==> src/rtl/data_mem_bridge_pkg.sv <==
// Shared types and constants for the core data-memory bridge.
package data_mem_bridge_pkg;

  typedef enum logic [1:0] {
    StIdle,
    StIssue,
    StWait,
    StDone
  } state_e;

  localparam int unsigned DefaultTimeout = 16;
  localparam int unsigned CntW           = 8;

  localparam logic [3:0] MASK_W  = 4'b1111;
  localparam logic [3:0] MASK_HL = 4'b0011;
  localparam logic [3:0] MASK_HH = 4'b1100;

endpackage

==> src/rtl/data_mem_bridge_align_chk.sv <==
// Combinational legality check of a byte-lane mask against the low address bits.
module dmem_align_chk
  import data_mem_bridge_pkg::*;
(
  input  logic [3:0] mask_i,
  input  logic [1:0] addr_i,
  output logic       legal_o
);

  always_comb begin
    legal_o = 1'b0;
    case (mask_i)
      MASK_W:                               legal_o = (addr_i == 2'b00);
      MASK_HL, MASK_HH:                     legal_o = ~addr_i[0];
      4'b0001, 4'b0010, 4'b0100, 4'b1000:   legal_o = 1'b1;
      default:                              legal_o = 1'b0;
    endcase
  end

endmodule

==> src/rtl/data_mem_bridge.sv <==
// Bridges a stalling core data port onto a request/valid memory port with
// alignment checking and a bounded response timeout.
module data_mem_bridge
  import data_mem_bridge_pkg::*;
#(
  parameter int unsigned TIMEOUT = DefaultTimeout,
  parameter int unsigned ADDR_W  = 32
) (
  input  logic              clk,
  input  logic              rst,
  input  logic              core_req,
  input  logic              core_we,
  input  logic [3:0]        core_mask,
  input  logic [ADDR_W-1:0] core_addr,
  input  logic [31:0]       core_wdata,
  output logic [31:0]       core_rdata,
  output logic              core_stall,
  output logic              core_err,
  output logic              mem_req,
  output logic              mem_we,
  output logic [3:0]        mem_mask,
  output logic [ADDR_W-1:0] mem_addr,
  output logic [31:0]       mem_wdata,
  input  logic              mem_valid,
  input  logic [31:0]       mem_rdata
);

  localparam logic [CntW-1:0] TimeoutCnt = CntW'(TIMEOUT);

  state_e            state_q, state_d;
  logic [CntW-1:0]   cnt_q, cnt_d, cnt_inc;
  logic              err_q, err_d;
  logic [31:0]       rdata_q, rdata_d;
  logic              we_q, we_d;
  logic [3:0]        mask_q, mask_d;
  logic [ADDR_W-1:0] addr_q, addr_d;
  logic [31:0]       wdata_q, wdata_d;
  logic              legal;
  logic              busy;

  dmem_align_chk u_align_chk (
    .mask_i  (core_mask),
    .addr_i  (core_addr[1:0]),
    .legal_o (legal)
  );

  assign cnt_inc = cnt_q + CntW'(1);
  assign busy    = (state_q == StIssue) || (state_q == StWait);

  always_comb begin
    state_d = state_q;
    cnt_d   = cnt_q;
    err_d   = err_q;
    rdata_d = rdata_q;
    we_d    = we_q;
    mask_d  = mask_q;
    addr_d  = addr_q;
    wdata_d = wdata_q;

    case (state_q)
      StIdle: begin
        if (core_req) begin
          if (legal) begin
            we_d    = core_we;
            mask_d  = core_mask;
            addr_d  = {core_addr[ADDR_W-1:2], 2'b00};
            wdata_d = core_wdata;
            cnt_d   = '0;
            err_d   = 1'b0;
            state_d = StIssue;
          end else begin
            err_d   = 1'b1;
            rdata_d = '0;
            state_d = StDone;
          end
        end
      end
      StIssue, StWait: begin
        // A response in the timeout cycle still wins over the abort.
        if (mem_valid) begin
          err_d   = 1'b0;
          rdata_d = we_q ? 32'h0 : mem_rdata;
          state_d = StDone;
        end else if (cnt_inc == TimeoutCnt) begin
          err_d   = 1'b1;
          rdata_d = '0;
          state_d = StDone;
        end else begin
          cnt_d   = cnt_inc;
          state_d = StWait;
        end
      end
      StDone: begin
        err_d   = 1'b0;
        state_d = StIdle;
      end
      default: state_d = StIdle;
    endcase
  end

  always_ff @(posedge clk) begin
    if (rst) begin
      state_q <= StIdle;
      cnt_q   <= '0;
      err_q   <= 1'b0;
      rdata_q <= '0;
      we_q    <= 1'b0;
      mask_q  <= '0;
      addr_q  <= '0;
      wdata_q <= '0;
    end else begin
      state_q <= state_d;
      cnt_q   <= cnt_d;
      err_q   <= err_d;
      rdata_q <= rdata_d;
      we_q    <= we_d;
      mask_q  <= mask_d;
      addr_q  <= addr_d;
      wdata_q <= wdata_d;
    end
  end

  // Stall is combinational so the core freezes in the same cycle it requests.
  assign core_stall = ~rst & (((state_q == StIdle) & core_req) | busy);
  assign core_err   = ~rst & (state_q == StDone) & err_q;
  assign core_rdata = rdata_q;

  assign mem_req   = busy;
  assign mem_we    = we_q;
  assign mem_mask  = mask_q;
  assign mem_addr  = addr_q;
  assign mem_wdata = wdata_q;

endmodule

==> config.mk <==
export PLATFORM = sky130hd
export DESIGN_NAME = data_mem_bridge
export DESIGN_NICKNAME = d
export VERILOG_FILES = /design/src/rtl/data_mem_bridge_pkg.sv /design/src/rtl/data_mem_bridge_align_chk.sv /design/src/rtl/data_mem_bridge.sv
export SDC_FILE = /design/constraint.sdc
export NUM_CORES = 1
export LEC_CHECK = 0
export ABC_AREA = 0
export CELL_PAD_IN_SITES_DETAIL_PLACEMENT = 0
export CELL_PAD_IN_SITES_GLOBAL_PLACEMENT = 2
export CORE_ASPECT_RATIO = 0.6
export CORE_UTILIZATION = 23
export DETAILED_ROUTE_END_ITERATION = 16
export GPL_TIMING_DRIVEN = 0
export PLACE_DENSITY_LB_ADDON = 0.1
export SLEW_MARGIN = 20
export SYNTH_ARGS = -nofsm -noshare
export SYNTH_HDL_FRONTEND = slang
export SYNTH_SLANG_ARGS = --single-unit
==> constraint.sdc <==
create_clock -name clk -period 2.9 [get_ports clk]
set_input_delay 0.725 -clock clk [delete_from_list [all_inputs] [get_ports clk]]
set_output_delay 0.725 -clock clk [all_outputs]
set_load 0.1 [all_outputs]
==> flow_summary_export.csv, run 1 <==
group,metric,value,unit
worst_setup_path,rr_startpoint,"state_q[0]",
routing,met3_length,1410,um
timing,fin_setup_tns,0,ns
global_route,grt.overflow.total,0,
cts,htreeDepth,3,
timing,min_period,2.78,ns
power,p_int,2.92,mW
worst_setup_path,arrival,2.05,ns
power,power_density,763,nW/um^2
worst_setup_path,crit_end,"mem_req",
die,die_x,182,um
worst_setup_path,crit_fanout,4,
synth,yosys_warnings,0,
global_route,grt_pass1_wl,25100,um
power,clockPowerShare,22.1,%
die,fp.dieArea,20100,sq um
routing,drt_iter0_markers,242,
die,start_util,23.5,%
layout,area_growth,60.1,%
synth,post_synth.cell_area_avg,8.98,sq um
global_route,grt_start_max_net_pins,20,
layout,n_antenna_cell,0,
die,chipHeight,110,um
worst_setup_path,cp_num_buf_inv,2,
timing,fin_crit_sh,95.8,%
timing,final_hold_viol_count,0,
worst_setup_path,critPathSlowestCell,"dlygate4sd2_1",
placement,port_buffers,205,
die,io_pins,209,
die,rows,39,
routing,vias_per_cell,4.82,
routing,wl,16500,um
cts,cts_tree,"built",
power,switching_share,46.8,%
cts,cts_buffer_depth,2,
worst_setup_path,cp_top_family,"buffers and inverters",
worst_setup_path,start_kind,"register",
power,switchingPower,2.57,mW
timing,setup-violations-final,0,
layout,final_cells,987,
worst_setup_path,rr_worst_depth,7,
layout,drive_gt1_share,11.0,%
power,p_leak,2.58,nW
timing,clock.fmax,360,MHz
synth,ys_seq_area_share,49.0,%
placement,dpl.hpwl,12400,um
cts,cts_setup_buffers,0,
timing,fin_worst_hold_slack,0.476,ns
cts,cts_resized,24,
flow_run,maxCapViolCount,0,
worst_setup_path,timing_worst_setup_path_type,"reg2out",
global_route,grt_pass1_vias,4540,
routing,wirelength_met1,8300,um
synth,synth_flop_cell,"dfxtp_1",
power,comb_power_share,46.1,%
cts,clk_pin_slew,0.07,ns
min_path,min_path_type,"reg2reg",
synth,synth_seq_cells,110,
routing,route.detailed.wl_per_inst,16.7,um
synth,async_flop_share,0,%
cts,cts_sinks,110,
timing,drv_slew,0,
routing,met2RoutedLength,6720,um
timing,clock_skew,0.00997,ns
power,seqPwrFrac,31.8,%
timing,relSlewSlack,26.9,%
cts,cts_root_buffer,"clkbuf_16",
routing,vias,4757,
power,peakVddDrop,0.388,mV
die,fp.coreArea,19100,sq um
routing,route.detailed.drc,0,
cts,cts.hold.buffers_added,0,
worst_setup_path,r2r_slack,0.38,ns
routing,ant_nets,0,
global_route,antenna_found_initial,1,
routing,dr.max_layer_used,"met5",
worst_setup_path,cp-startpoint,"state_q[0]",
worst_setup_path,cp_cell_sequence,"inv_1 > ha_2 > dlygate4sd2_1",
timing,rsz0062_at_grt,"no",
placement,finalWeightedCongestion,0.787,
synth,ys_types,46,
synth,synth-edff-count,0,
routing,drtPass1Iterations,4,
worst_setup_path,endpoint_kind,"primary output",
layout,nNetsFinal,825,
layout,utilization,37.7,%
synth,synthCells,500,
worst_setup_path,cp.depth,3,
power,total_power,5.49,mW
worst_setup_path,cpPeakStageDelay,0.87,ns
worst_setup_path,r2r-end,"core_rdata[6]",
placement,dp_cells,972,
cts,cts_made_buffers,9,
global_route,track_usage,16.2,%
worst_setup_path,worstPathRequired,2.17,ns
synth,syn-cell-area,4490,sq um
cts,clkLatencyLatePin,0.36,ns
timing,tightest_slew,1.09,ns
status,status,"completed",
## tightest hold or removal path, cell delays in order (launching register included)
cell and delay (ns):
dfxtp_1 0.31, o21ai_0 0.06, a21oi_1 0.06
## power by group through the flow
stage                     combinational, mW  sequential [mW]  clock, mW
after global placement                 2.50             1.77          0
after floorplan                       0.845             2.71          0
after CTS                              2.53             1.75       1.27
after global routing                   2.68             1.77       1.33
after detailed placement               2.51             1.78          0
final                                  2.53             1.75       1.21
## synth_stat cells (4+ instances only)
master | instances | share of area [%]
and3_1 | 4 | 0.56
clkbuf_1 | 37 | 3.1
a32o_2 | 32 | 8.0
o211ai_1 | 4 | 0.67
a221oi_1 | 4 | 0.78
nand2_1 | 7 | 0.59
ha_1 | 4 | 1.1
dfxtp_1 | 110 | 49
o21ai_0 | 71 | 7.9
nor3_1 | 5 | 0.56
nand2b_1 | 5 | 0.70
buf_2 | 6 | 0.67
nand3_1 | 72 | 8.0
a21oi_1 | 77 | 8.6
o311ai_1 | 4 | 0.78
nor2_1 | 9 | 0.75
inv_1 | 11 | 0.92
## how the worst min path moves through the flow
stage                     slack [ns]     startpoint  cells past startpoint             to
after floorplan                 0.45     state_q[0]                      2     state_q[0]
after global placement          0.46  mem_wdata[26]                      2  mem_wdata[26]
after detailed placement        0.47   mem_addr[16]                      2   mem_addr[16]
after CTS                       0.48   mem_addr[16]                      2   mem_addr[16]
after global routing            0.50   mem_addr[16]                      2   mem_addr[16]
final                           0.48  mem_wdata[12]                      2  mem_wdata[12]
## sequential cells by signal, indices dropped and copies added (netlist names)
register	flops
mem_we	1
state_q	2
err_q	1
mem_wdata	32
core_rdata	32
mem_addr	30
mem_mask	4
cnt_q	8
## cell usage in the layout, fill, tap and decap left out, drive strengths merged, types with 2 or more instances in the layout
master / instances
a221oi: 4
o21ai: 72
a32o: 32
clkbuf: 46
o211a: 2
inv: 15
o211ai: 4
nor3: 5
clkinv: 3
and4: 2
conb: 2
o31ai: 2
o21a: 2
ha: 4
nor2: 9
nand2: 7
buf: 16
dfxtp: 110
o22ai: 2
a2111oi: 2
o311ai: 5
nand2b: 5
nand3: 72
and2: 2
a21oi: 78
clkdlybuf4s50: 201
and3: 4
## area by class of cell
class,instances,area (sq um)
Fill cell,1946,11900
Inverter,12,48.8
Clock inverter,7,53.8
Sequential cell,110,2200
Buffer,50,238
Clock buffer,9,225
Timing Repair Buffer,205,2050
Multi-Input combinational cell,328,2040
Tap cell,266,333
## kinds of logic after synthesis
| kind of cell | Yosys count | share of synthesized area (%) |
|---|---|---|
| and+or+nand+nor | 109 | 12.5 |
| muxes | 1 | 0.223 |
| other | 1 | 0.0835 |
| DFF | 110 | 49.0 |
| buffers and inverters | 63 | 6.13 |
| AOI/OAI and AO/OA | 212 | 31.0 |
| adders and majority gates | 4 | 1.11 |
## routing by layer
layer,up-vias,GRT usage [%]
li1,2302,-
met2,164,23.0
met1,2278,22.8
met5,-,0
met4,2,2.88
met3,11,6.64
## through the flow
stage | setup WS (ns) | area, sq um
floorplan | 0.0449 | 4510
global placement | -1.77 | 6890
detailed placement | -1.83 | 6890
CTS | 0.0181 | 7180
global route | 0.00255 | 7190
finish | 0.121 | 7190
No activity file was read; power rests on OpenSTA's default activity.
==> run 2: changes to the inputs <==
- CELL_PAD_IN_SITES_DETAIL_PLACEMENT: 0 -> not set
- CELL_PAD_IN_SITES_GLOBAL_PLACEMENT: 2 -> not set
- CORE_UTILIZATION: 23 -> 41
- PLACE_DENSITY: not set -> 0.8
- PLACE_DENSITY_LB_ADDON: 0.1 -> not set
==> flow_summary_export.csv, run 2 (synthesized netlist as in run 1, its figures left out) <==
group,metric,value,unit
min_path,min_path_type,"reg2reg",
routing,route.detailed.drc,0,
cts,cts_buffer_depth,2,
power,p_leak,2.57,nW
worst_setup_path,start_kind,"input port",
die,fp.dieArea,11400,sq um
layout,layout_commonest_cell,"clkdlybuf4s50_1",
cts,cts_root_buffer,"clkbuf_16",
placement,dp_cells,845,
global_route,grt_pass1_vias,4653,
status,status,"completed",
timing,rsz0062_at_grt,"no",
routing,drtPass1Iterations,5,
routing,ant_nets,0,
worst_setup_path,crit_fanout,10,
routing,vias_per_cell,5.67,
layout,nFillCells,838,
timing,setup-violations-final,0,
cts,clk_pin_slew,0.07,ns
timing,min_period,2.83,ns
placement,dpl.hpwl,11000,um
layout,nNetsFinal,825,
power,power_density,764,nW/um^2
timing,clock_skew,0.00717,ns
timing,relSlewSlack,31.2,%
worst_setup_path,worstPathRequired,2.17,ns
placement,finalWeightedCongestion,0.864,
flow_run,maxCapViolCount,0,
routing,route.detailed.wl_per_inst,16.8,um
timing,fin_crit_sh,97.5,%
timing,final_hold_viol_count,0,
layout,layout_common_cells,"clkdlybuf4s50_1 (201), dfxtp_1 (110), a21oi_1 (77)",
cts,cts.hold.buffers_added,0,
die,chipHeight,83.1,um
layout,n_antenna_cell,0,
die,die_x,137,um
die,fp.coreArea,10600,sq um
global_route,track_usage,24.9,%
worst_setup_path,timing_worst_setup_path_type,"in2out",
global_route,grt_start_max_net_pins,19,
power,peakVddDrop,0.497,mV
worst_setup_path,arrival,2.10,ns
layout,final_cells,859,
routing,drt_iter0_markers,232,
placement,port_buffers,205,
cts,cts_sinks,110,
power,total_power,5.37,mW
worst_setup_path,endpoint_kind,"primary output",
layout,drive_gt1_share,10.6,%
cts,clkLatencyLatePin,0.34,ns
global_route,grt.overflow.total,0,
cts,htreeDepth,3,
cts,cts_tree,"built",
global_route,antenna_found_initial,0,
cts,cts_made_buffers,9,
routing,vias,4868,
timing,drv_slew,0,
timing,clock.fmax,354,MHz
die,start_util,42.4,%
die,io_pins,209,
timing,tightest_slew,1.03,ns
die,rows,29,
routing,wl,14400,um
global_route,grt_pass1_wl,22400,um
layout,area_growth,56.5,%
[run 2: through the flow]
stage          setup WS, ns  hold WS [ns]  instance area, sq um  TNS (ns)  utilization (%)
6_report             0.0725         0.479                  7030         0             66.4
5_1_grt             0.00975         0.488                  7030         0             66.4
4_1_cts              0.0398         0.479                  7010         0             66.2
3_5_place_dp          -1.65         0.469                  6730     -6.65             63.5
3_3_place_gp          -1.60         0.459                  6730     -4.17             63.5
2_1_floorplan        0.0449         0.449                  4510         0                -
[run 2: cell type report]
type                       instances  area (sq um)  share of cell area [%]
tap                              139           174                    2.47
sequential                       110          2200                    31.3
multi-input combinational        328          2040                    29.1
clock buffer                       9           225                    3.20
clock inverter                     6          47.5                   0.676
timing repair buffer             205          2050                    29.2
inverter                          12          48.8                   0.694
buffer                            50           236                    3.36
[run 2: per-layer routing]
metal | up-vias | GRT usage (%) | part of all wire, %
met5 | - | 0 | 0
met4 | 0 | 7.19 | 1.7
met3 | 23 | 8.12 | 9.0
met2 | 226 | 40.8 | 47
met1 | 2315 | 31.2 | 43
li1 | 2304 | - | -
[run 2: final timing paths]
check,startpoint,end,slack (ns),cells after the start
max,core_req,core_stall,0.07,7
min reg2reg,mem_wdata[28],mem_wdata[28],0.48,2
min,mem_wdata[28],mem_wdata[28],0.48,2
max reg2reg,state_q[0],core_rdata[18],0.35,7
[run 2: power breakdown]
| part | internal [mW] | switching (mW) | total [mW] |
|---|---|---|---|
| Sequential | 1.66 | 0.0852 | 1.75 |
| Combinational | 0.660 | 1.83 | 2.49 |
| Clock | 0.585 | 0.554 | 1.14 |
[run 2: what timing repair did]
action	CTS	global route
setup endpoints to repair	3	2
pin swaps	0	0
gates cloned	0	0
resized for setup	23	5
setup buffers	0	0
hold endpoints to repair	0	0
[run 2: critical path, cell delays in order]
cell             delay (ns)
clkdlybuf4s15_1        0.30
and2_4                 0.24
clkbuf_4               0.21
buf_4                  0.19
nor2_1                 0.08
nor2_4                 0.14
buf_8                  0.20
==> run 3: changes to the inputs <==
- PLACE_DENSITY: 0.8 -> 0.9
==> flow_summary_export.csv, run 3 (synthesized netlist as in run 1, its figures left out) <==
group,metric,value,unit
routing,met3_length,1460,um
power,clockPowerShare,21.5,%
cts,cts_setup_buffers,0,
placement,dp_slack,-1.75,ns
routing,wl,15000,um
worst_setup_path,crit_fanout,10,
cts,cts_sinks,110,
worst_setup_path,worstPathRequired,2.17,ns
global_route,track_usage,26.1,%
die,fp.coreArea,10600,sq um
layout,final_cells,859,
layout,layout_commonest_cell,"clkdlybuf4s50_1",
timing,rsz0062_at_grt,"no",
cts,clk_pin_slew,0.07,ns
power,comb_power_share,46.1,%
worst_setup_path,r2r_slack,0.34,ns
cts,htreeDepth,3,
cts,cts_tree,"built",
timing,drv_slew,0,
die,die_x,137,um
min_path,min_path_type,"reg2reg",
worst_setup_path,r2r-end,"core_rdata[9]",
layout,nNetsFinal,824,
routing,route.detailed.drc,0,
global_route,grt_pass1_wl,23500,um
status,status,"completed",
power,switchingPower,2.45,mW
power,p_leak,2.56,nW
timing,clock_skew,0.00793,ns
timing,relSlewSlack,32.0,%
worst_setup_path,rr_startpoint,"state_q[0]",
placement,dp_cells,845,
routing,vias_per_cell,5.68,
routing,route.detailed.wl_per_inst,17.4,um
routing,met2RoutedLength,7040,um
global_route,grt.overflow.total,0,
cts,cts_root_buffer,"clkbuf_16",
layout,area_growth,56.3,%
timing,tightest_slew,1.02,ns
worst_setup_path,endpoint_kind,"primary output",
timing,min_period,2.79,ns
die,chipHeight,83.1,um
placement,port_buffers,205,
die,rows,29,
worst_setup_path,start_kind,"input port",
power,peakVddDrop,0.544,mV
routing,drtPass1Iterations,5,
timing,final_hold_viol_count,0,
cts,cts_buffer_depth,2,
routing,dr.max_layer_used,"met4",
worst_setup_path,timing_worst_setup_path_type,"in2out",
power,power_density,769,nW/um^2
timing,layout_setup_ws,0.107,ns
global_route,grt_pass1_vias,4898,
cts,clkLatencyLatePin,0.34,ns
placement,finalWeightedCongestion,0.881,
power,switching_share,45.5,%
worst_setup_path,rr_worst_depth,7,
power,p_int,2.94,mW
worst_setup_path,arrival,2.07,ns
layout,drive_gt1_share,9.87,%
cts,cts_made_buffers,9,
worst_setup_path,cp-startpoint,"rst",
die,start_util,42.4,%
routing,drt_iter0_markers,281,
layout,utilization,66.3,%
worst_setup_path,crit_end,"core_err",
layout,layout_common_cells,"clkdlybuf4s50_1 (201), dfxtp_1 (110), a21oi_1 (77)",
routing,wirelength_met1,6160,um
timing,fin_crit_sh,96.3,%
power,seqPwrFrac,32.4,%
timing,setup-violations-final,0,
cts,cts.hold.buffers_added,0,
timing,clock.fmax,358,MHz
die,fp.dieArea,11400,sq um
routing,vias,4879,
global_route,antenna_found_initial,1,
global_route,grt_start_max_net_pins,20,
placement,dpl.hpwl,11200,um
flow_run,maxCapViolCount,0,
die,io_pins,209,
routing,ant_nets,0,
==> run 3: changes by cell type in the layout (fill, tap and decap cells not counted) <==
| cell | change |
|---|---|
| dlygate4sd2_1 | +1 |
| clkinv_2 | -1 |
| ha_4 | -1 |
| clkbuf_4 | -1 |
| buf_4 | -1 |
| clkbuf_8 | +3 |
| ha_1 | +1 |
| clkbuf_1 | +3 |
| diode_2 | +1 |
| clkinv_4 | -3 |
| clkdlybuf4s15_1 | -1 |
| clkbuf_2 | -1 |
==> run 3: worst min-delay path by stage <==
stage,from,endpoint,slack [ns],cells past startpoint
floorplan,state_q[0],state_q[0],0.45,2
global placement,mem_wdata[1],mem_wdata[1],0.46,2
detailed placement,mem_wdata[11],mem_wdata[11],0.47,2
CTS,mem_addr[17],mem_addr[17],0.48,2
global route,mem_addr[12],mem_addr[12],0.49,2
finish,mem_mask[1],mem_mask[1],0.48,2
==> run 3: critical path: stages <==
cell and delay, ns:
clkbuf_2 0.22, clkinvlp_4 0.20, clkbuf_1 0.38, and3_1 0.23, buf_4 0.29
==> run 3: per-stage QoR <==
stage	hold slack, ns	TNS (ns)	instance area [sq um]	power (mW)
floorplan	0.449	0	4510	3.55
global placement	0.460	-3.70	6730	4.18
detailed placement	0.468	-6.44	6730	4.24
CTS	0.477	0	7010	5.41
global route	0.494	0	7020	5.62
finish	0.477	0	7020	5.40
==> run 3: per-layer routing <==
layer	up-vias	track usage, %
li1	2303	-
met3	32	8.12
met4	0	9.49
met5	-	0
met1	2301	31.3
met2	243	43.7
==> run 3: power by group through the flow <==
stage	clock network [mW]	registers (mW)	logic, mW
6_report	1.16	1.75	2.49
3_3_place_gp	0	1.77	2.41
3_5_place_dp	0	1.78	2.46
2_1_floorplan	0	2.71	0.845
4_1_cts	1.18	1.75	2.48
5_1_grt	1.25	1.77	2.60
==> run 3: layout make-up <==
class / count / area [sq um]
Clock buffer: 13 / 260
Inverter: 12 / 48.8
Multi-Input combinational cell: 328 / 2030
Buffer: 49 / 234
Clock inverter: 2 / 16.3
Timing Repair Buffer: 205 / 2050
Antenna cell: 1 / 2.50
Fill cell: 850 / 3570
Sequential cell: 110 / 2200
Tap cell: 139 / 174
==> run 3: repair_timing <==
| item | CTS | global route |
|---|---|---|
| gates resized for setup | 22 | 1 |
| endpoints found under the setup margin | 3 | 1 |
| cloned | 0 | 0 |
| pin swaps | 0 | 0 |
